==> src/rtl/instr_fetch.sv <==
// -----------------------------------------------------------------------------
// instr_fetch
//   Fetch stage feeding the execute block. It holds the program counter and
//   issues sequential word reads to an instruction memory with a fixed
//   one-cycle read latency. Returned words land in a two-entry queue and are
//   presented to execute as the IR through a valid/ready handshake. A
//   redirect from downstream flushes everything in flight and restarts fetch.
//
//   Optional build macro: FETCH_HALT_DETECT_EN
//     When defined, a returned word whose oper field [31:27] is 5'b11111 is
//     queued normally. Fetch then stops in HALTED until a redirect or reset.
//     When undefined, that opcode is an ordinary instruction.
//
// Ports
//   clk          in   1       system clock, rising-edge
//   rst_n        in   1       synchronous active-low reset
//   run          in   1       fetch enable (0 = no new requests)
//   imem_req     out  1       instruction memory read strobe
//   imem_addr    out  ADDR_W  word address of the current request
//   imem_rdata   in   IW      read data, valid one cycle after imem_req
//   ir_out       out  IW      instruction at the queue head
//   ir_pc        out  ADDR_W  address ir_out was fetched from
//   ir_valid     out  1       queue head holds a valid instruction
//   ir_ready     in   1       execute consumes the head when ir_valid=1
//   redirect     in   1       flush and restart fetch
//   redirect_pc  in   ADDR_W  new PC, sampled when redirect=1
// -----------------------------------------------------------------------------
module instr_fetch #(
    parameter int                ADDR_W   = 16,
    parameter int                IW       = 32,
    parameter logic [ADDR_W-1:0] RESET_PC = '0
) (
    input  logic              clk,
    input  logic              rst_n,
    input  logic              run,
    output logic              imem_req,
    output logic [ADDR_W-1:0] imem_addr,
    input  logic [IW-1:0]     imem_rdata,
    output logic [IW-1:0]     ir_out,
    output logic [ADDR_W-1:0] ir_pc,
    output logic              ir_valid,
    input  logic              ir_ready,
    input  logic              redirect,
    input  logic [ADDR_W-1:0] redirect_pc
);

    typedef enum logic [1:0] {
        S_IDLE   = 2'd0,
        S_FETCH  = 2'd1,
        S_FULL   = 2'd2,
        S_HALTED = 2'd3
    } state_t;

    state_t            r_state;
    state_t            w_state_nxt;

    logic [ADDR_W-1:0] r_pc;
    logic [ADDR_W-1:0] r_req_pc;      // address of the request in flight
    logic              r_inflight;
    logic              r_epoch;       // toggled on every redirect
    logic              r_req_epoch;   // epoch the in-flight request belongs to

    logic [IW-1:0]     r_q_data [2];  // entry 0 is the head
    logic [ADDR_W-1:0] r_q_pc   [2];
    logic [1:0]        r_occ;

    logic              w_pop;
    logic              w_push;
    logic              w_halt_hit;
    logic              w_req;
    logic [2:0]        w_pending;
    logic [1:0]        w_occ_nxt;
    logic [1:0]        w_slot;

    // A redirect kills the head, so a same-cycle ir_ready is not a pop.
    assign w_pop  = (r_occ != 2'd0) & ir_ready & ~redirect;

    // Responses are accepted only if they belong to the current epoch and no
    // redirect is flushing the queue this cycle.
    assign w_push = r_inflight & (r_req_epoch == r_epoch) & ~redirect;

`ifdef FETCH_HALT_DETECT_EN
    assign w_halt_hit = w_push & (imem_rdata[IW-1 -: 5] == 5'b11111);
`else
    assign w_halt_hit = 1'b0;
`endif

    // Slots that would be committed after this cycle's pop; a new request
    // is only safe while that stays below the queue depth.
    assign w_pending = {1'b0, r_occ} + {2'b00, r_inflight} - {2'b00, w_pop};

    // Reset gates the strobe so the memory sees no reads while held in reset.
    // The halt word's arrival cycle also blocks issue, so nothing past the
    // halt word is ever requested.
    assign w_req = rst_n & run & ~redirect & (r_state != S_HALTED)
                 & ~w_halt_hit & (w_pending < 3'd2);

    // Tail position for a push, taking a simultaneous pop into account.
    assign w_slot = r_occ - {1'b0, w_pop};

    assign imem_req  = w_req;
    assign imem_addr = r_pc;
    assign ir_out    = r_q_data[0];
    assign ir_pc     = r_q_pc[0];
    assign ir_valid  = (r_occ != 2'd0);

    // Next queue occupancy.
    always_comb begin
        w_occ_nxt = r_occ;
        if (redirect) begin
            w_occ_nxt = 2'd0;
        end else begin
            w_occ_nxt = r_occ + {1'b0, w_push} - {1'b0, w_pop};
        end
    end

    // Next fetch state; redirect dominates, HALTED is sticky otherwise.
    always_comb begin
        w_state_nxt = r_state;
        if (redirect) begin
            w_state_nxt = run ? S_FETCH : S_IDLE;
        end else if ((r_state == S_HALTED) || w_halt_hit) begin
            w_state_nxt = S_HALTED;
        end else if (w_occ_nxt == 2'd2) begin
            w_state_nxt = S_FULL;
        end else if (run) begin
            w_state_nxt = S_FETCH;
        end else begin
            w_state_nxt = S_IDLE;
        end
    end

    // Fetch state register.
    always_ff @(posedge clk) begin
        if (!rst_n) begin
            r_state <= S_IDLE;
        end else begin
            r_state <= w_state_nxt;
        end
    end

    // Program counter, in-flight tracking and flush epoch.
    always_ff @(posedge clk) begin
        if (!rst_n) begin
            r_pc        <= RESET_PC;
            r_req_pc    <= RESET_PC;
            r_inflight  <= 1'b0;
            r_epoch     <= 1'b0;
            r_req_epoch <= 1'b0;
        end else begin
            r_inflight <= w_req;
            if (redirect) begin
                r_pc    <= redirect_pc;
                r_epoch <= ~r_epoch;
            end else if (w_req) begin
                r_pc <= r_pc + {{(ADDR_W-1){1'b0}}, 1'b1};
            end
            if (w_req) begin
                r_req_pc    <= r_pc;
                r_req_epoch <= r_epoch;
            end
        end
    end

    // Two-entry shift queue: pop shifts entry 1 to the head, push writes the
    // tail slot. A push into slot 0 after a pop overrides the shift.
    always_ff @(posedge clk) begin
        if (!rst_n) begin
            r_occ       <= 2'd0;
            r_q_data[0] <= '0;
            r_q_data[1] <= '0;
            r_q_pc[0]   <= '0;
            r_q_pc[1]   <= '0;
        end else begin
            r_occ <= w_occ_nxt;
            if (w_pop) begin
                r_q_data[0] <= r_q_data[1];
                r_q_pc[0]   <= r_q_pc[1];
            end
            if (w_push) begin
                r_q_data[w_slot[0]] <= imem_rdata;
                r_q_pc[w_slot[0]]   <= r_req_pc;
            end
        end
    end

endmodule

==> config.mk <==
export PLATFORM = sky130hd
export DESIGN_NAME = instr_fetch
export DESIGN_NICKNAME = d
export VERILOG_FILES = /design/src/rtl/instr_fetch.sv
export SDC_FILE = /design/constraint.sdc
export NUM_CORES = 1
export LEC_CHECK = 0
export BUFFER_PORTS_ARGS = -buffer_cell sky130_fd_sc_hd__buf_2
export CAP_MARGIN = 30
export CELL_PAD_IN_SITES_DETAIL_PLACEMENT = 1
export CELL_PAD_IN_SITES_GLOBAL_PLACEMENT = 1
export CORE_ASPECT_RATIO = 1.25
export CORE_MARGIN = 1
export CORE_UTILIZATION = 43
export CTS_CLUSTER_SIZE = 10
export DETAILED_ROUTE_END_ITERATION = 8
export PLACE_DENSITY_LB_ADDON = 0.1
export SLEW_MARGIN = 20
export SYNTH_ARGS = -nofsm -noshare
export SYNTH_HDL_FRONTEND = slang
export SYNTH_SLANG_ARGS = --single-unit
==> constraint.sdc <==
create_clock -name clk -period 4.5 [get_ports clk]
set_clock_uncertainty 0.2 [all_clocks]
set_input_delay 0.225 -clock clk [delete_from_list [all_inputs] [get_ports clk]]
set_output_delay 0.225 -clock clk [all_outputs]
set_load 0.05 [all_outputs]
==> impl_metrics.toml <==
[floorplan]
core.rowCount = 47
initial_core_util = 0.4421
ios = 119
die_w_um = 106.6
die_h_um = 132.7
fp.coreArea_um2 = 13290
dieArea_um2 = 14140

[pwr]
power.switching_mw = 0.7746
total_power_mw = 3.173
intPower_mw = 2.398
pwr-share-seq = 0.443
max-vdd-ir-drop_v = 0.0002421
leakage_nw = 2.948
netSwitchingFraction = 0.2441
clkPwrFrac = 0.466
combPwrFrac = 0.091
power.density_nw_per_um2 = 413.7

[global_route]
antenna_found_initial = 0
grt_max_degree = 97
grtUsageTotal = 0.2182
use_met3 = 0.04631
busiest_layer = "met2"
use_met1 = 0.2681
grt_overflow_total = 0
met2_usage = 0.3824
grt_pass1_wl_um = 24030
grt_pass1_vias = 4798

[sta]
worst_pin_slew_ps = 916.8
maxSlewHeadroom = 0.3888
drv_slew = 0
fin_crit_ps = 3806
setup_tns_ps = 0
fmax_mhz = 262.7
period_share = 0.8458
rsz0062_at_grt = "false"
hold_violations = 0
finalSetupViolCount = 0

[place]
place_inst = 803
dp_hpwl_um = 9031
numPortBuffers = 118
routabilityCongestion = 0.7945

[synthesis]
synth-edff-count = 96
synth.area.top_cells = "edfxtp_1, dfxtp_1, nand2_1, and2_1, nand3_1"
synth_ff_type = "edfxtp_1"
ys_warn_count = 0
synth_common_cells = "nand2_1, edfxtp_1, nand3_1"
synth-seq-cells = 135
synth_top_area_share = 0.4906
synthArstFlopShare = 0
syn-num-nets = 606
ys_types = 50
synth.most_common_cell = "nand2_1"
yosysSeqAreaShare = 0.6235
syn_area_per_cell_um2 = 10.72
syn_inst = 548
netlist_area_um2 = 5876
synth_top_cell_by_area = "edfxtp_1"

[finish]
nNetsFinal = 754
diodes = 0
syn_to_final_growth_pct = 30.54
final_cells = 880
drive_gt1_frac = 0.2355

[clocking]
cts_tree = "done"
cts_setup_buffers = 0
htree_levels = 4
clkSlewWorstSetupHoldPaths_ps = 70
clock-sinks = 135
clock_path_buffers = 2
clock_latency_ps = 420
ctsRootBufferMaster = "clkbuf_16"
numCtsBuffers = 17
cts.repair.resized = 0

[setup_path]
cp_slowest_stage_delay_ps = 560
crit_chain = "nor2_1 -> nor3b_2 -> ha_1 -> nand2b_1 -> fa_1 -> nand4b_4 -> or3_4 -> inv_1 -> buf_2"
critPathRequiredTime_ps = 4070
cpMaxStageDelayCell = "or3_4"
cp_data_arrival_time_ps = 3380
crit_path_start_kind = "flip-flop"
path_class = "flip-flop to output port"
cp_max_fo = 41
cp-end-kind = "output port"

[route]
wl_per_cell_um = 17.04
antenna_left = 0
via_per_inst = 5.293
drt_wl_total_um = 15000
dr.pass1.iters = 4
drtIter0Drc = 199
drc = 0
dr_total_vias = 4658

[job]
maxCapViolations = 0

[min_path]
hp-class = "primary input to flip-flop"

[outcome]
outcome = "finished clean"
-- layout make-up --
type / count / area [µm²]
repair buffers: 171 / 1114
fillers: 1486 / 5620
inverters: 9 / 33.78
well taps: 171 / 214.0
clock inverters: 14 / 198.9
flip-flops and latches: 135 / 3664
clock buffers: 18 / 429.2
multi-input cells: 362 / 2017
-- power groups by stage --
| stage | clock network (mW) | logic (mW) | registers, mW |
|---|---|---|---|
| finish | 1.48 | 0.289 | 1.41 |
| floorplan | 0 | 0.0766 | 1.53 |
| global route | 1.55 | 0.305 | 1.41 |
| detailed placement | 0 | 0.258 | 1.43 |
| CTS | 1.50 | 0.290 | 1.41 |
| global placement | 0 | 0.251 | 1.43 |
-- cells in the final DEF, fill, tap and decap left out, types with 2 or more instances in the layout --
cell           count
or3_1              2
nor2b_1            3
nor2_1             6
ha_1               4
buf_2            118
clkbuf_16         17
or4_1              5
nor4_1             2
edfxtp_1          96
o211ai_1           3
o21ai_0           52
dlygate4sd3_1     45
o31ai_1            3
inv_6              3
a21oi_1           22
buf_4              7
o31a_1             3
inv_1              9
a22oi_1            2
nand4_1            3
nand2_1          100
and4_1             3
clkinv_4           2
and2_1            51
dfxtp_1           39
clkinvlp_4         4
nand3_1           57
bufinv_16          4
o22ai_1            2
nand2b_1           3
xnor2_1            2
a31oi_1            7
o311ai_0           3
-- registers in the layout (all words and copies together), names as in the netlist --
name,flops
r_q_data,64
r_q_pc,32
imem_addr,16
r_req_pc,16
r_occ,2
r_state,2
r_epoch,1
r_inflight,1
r_req_epoch,1
-- timing repair --
action,4_1_cts,5_1_grt
setup endpoints to repair,0,0
endpoints found under the hold margin,77,0
hold buffers,45,0
-- metal layers --
layer	part of all wire	up-vias
met5	0	-
met4	0.010	0
met3	0.036	16
met2	0.51	113
li1	-	2267
met1	0.44	2262
-- worst paths after layout --
path | startpoint | endpoint | slack, ps | cells after the start
setup / recovery | r_occ[1] | imem_req | 690 | 9
hold / removal | redirect_pc[13] | imem_addr[13] | 10 | 3
setup reg to reg | r_occ[1] | imem_addr[10] | 1020 | 11
hold reg to reg | r_state[1] | r_state[1] | 260 | 2
-- cell families after synthesis --
| logic type | share of synthesized area |
|---|---|
| mux | 0.001704 |
| buf+inv | 0.03577 |
| simple gates | 0.2123 |
| compound gates | 0.1065 |
| flops | 0.6235 |
| xor+xnor | 0.008305 |
| fa+ha+maj | 0.01193 |
-- worst max-delay path: cells and delay by family, from the launching register on --
family        cells  cell delay [ps]
simple gates      5             1160
fa+ha+maj         2              820
buf+inv           2              560
flops             1              420
-- metrics by stage --
step | hold WS [ps] | setup WS, ps | utilization | cell area, µm²
2_1_floorplan | 165.7 | 663.0 | - | 5876
3_3_place_gp | 237.8 | 1091 | 0.4944 | 6571
3_5_place_dp | 258.5 | 984.4 | 0.4960 | 6591
4_1_cts | 6.352 | 662.7 | 0.5771 | 7670
5_1_grt | 32.27 | 494.8 | 0.5771 | 7670
6_report | 13.93 | 693.8 | 0.5771 | 7670
Note: power is estimated with default switching activity, not from simulation.
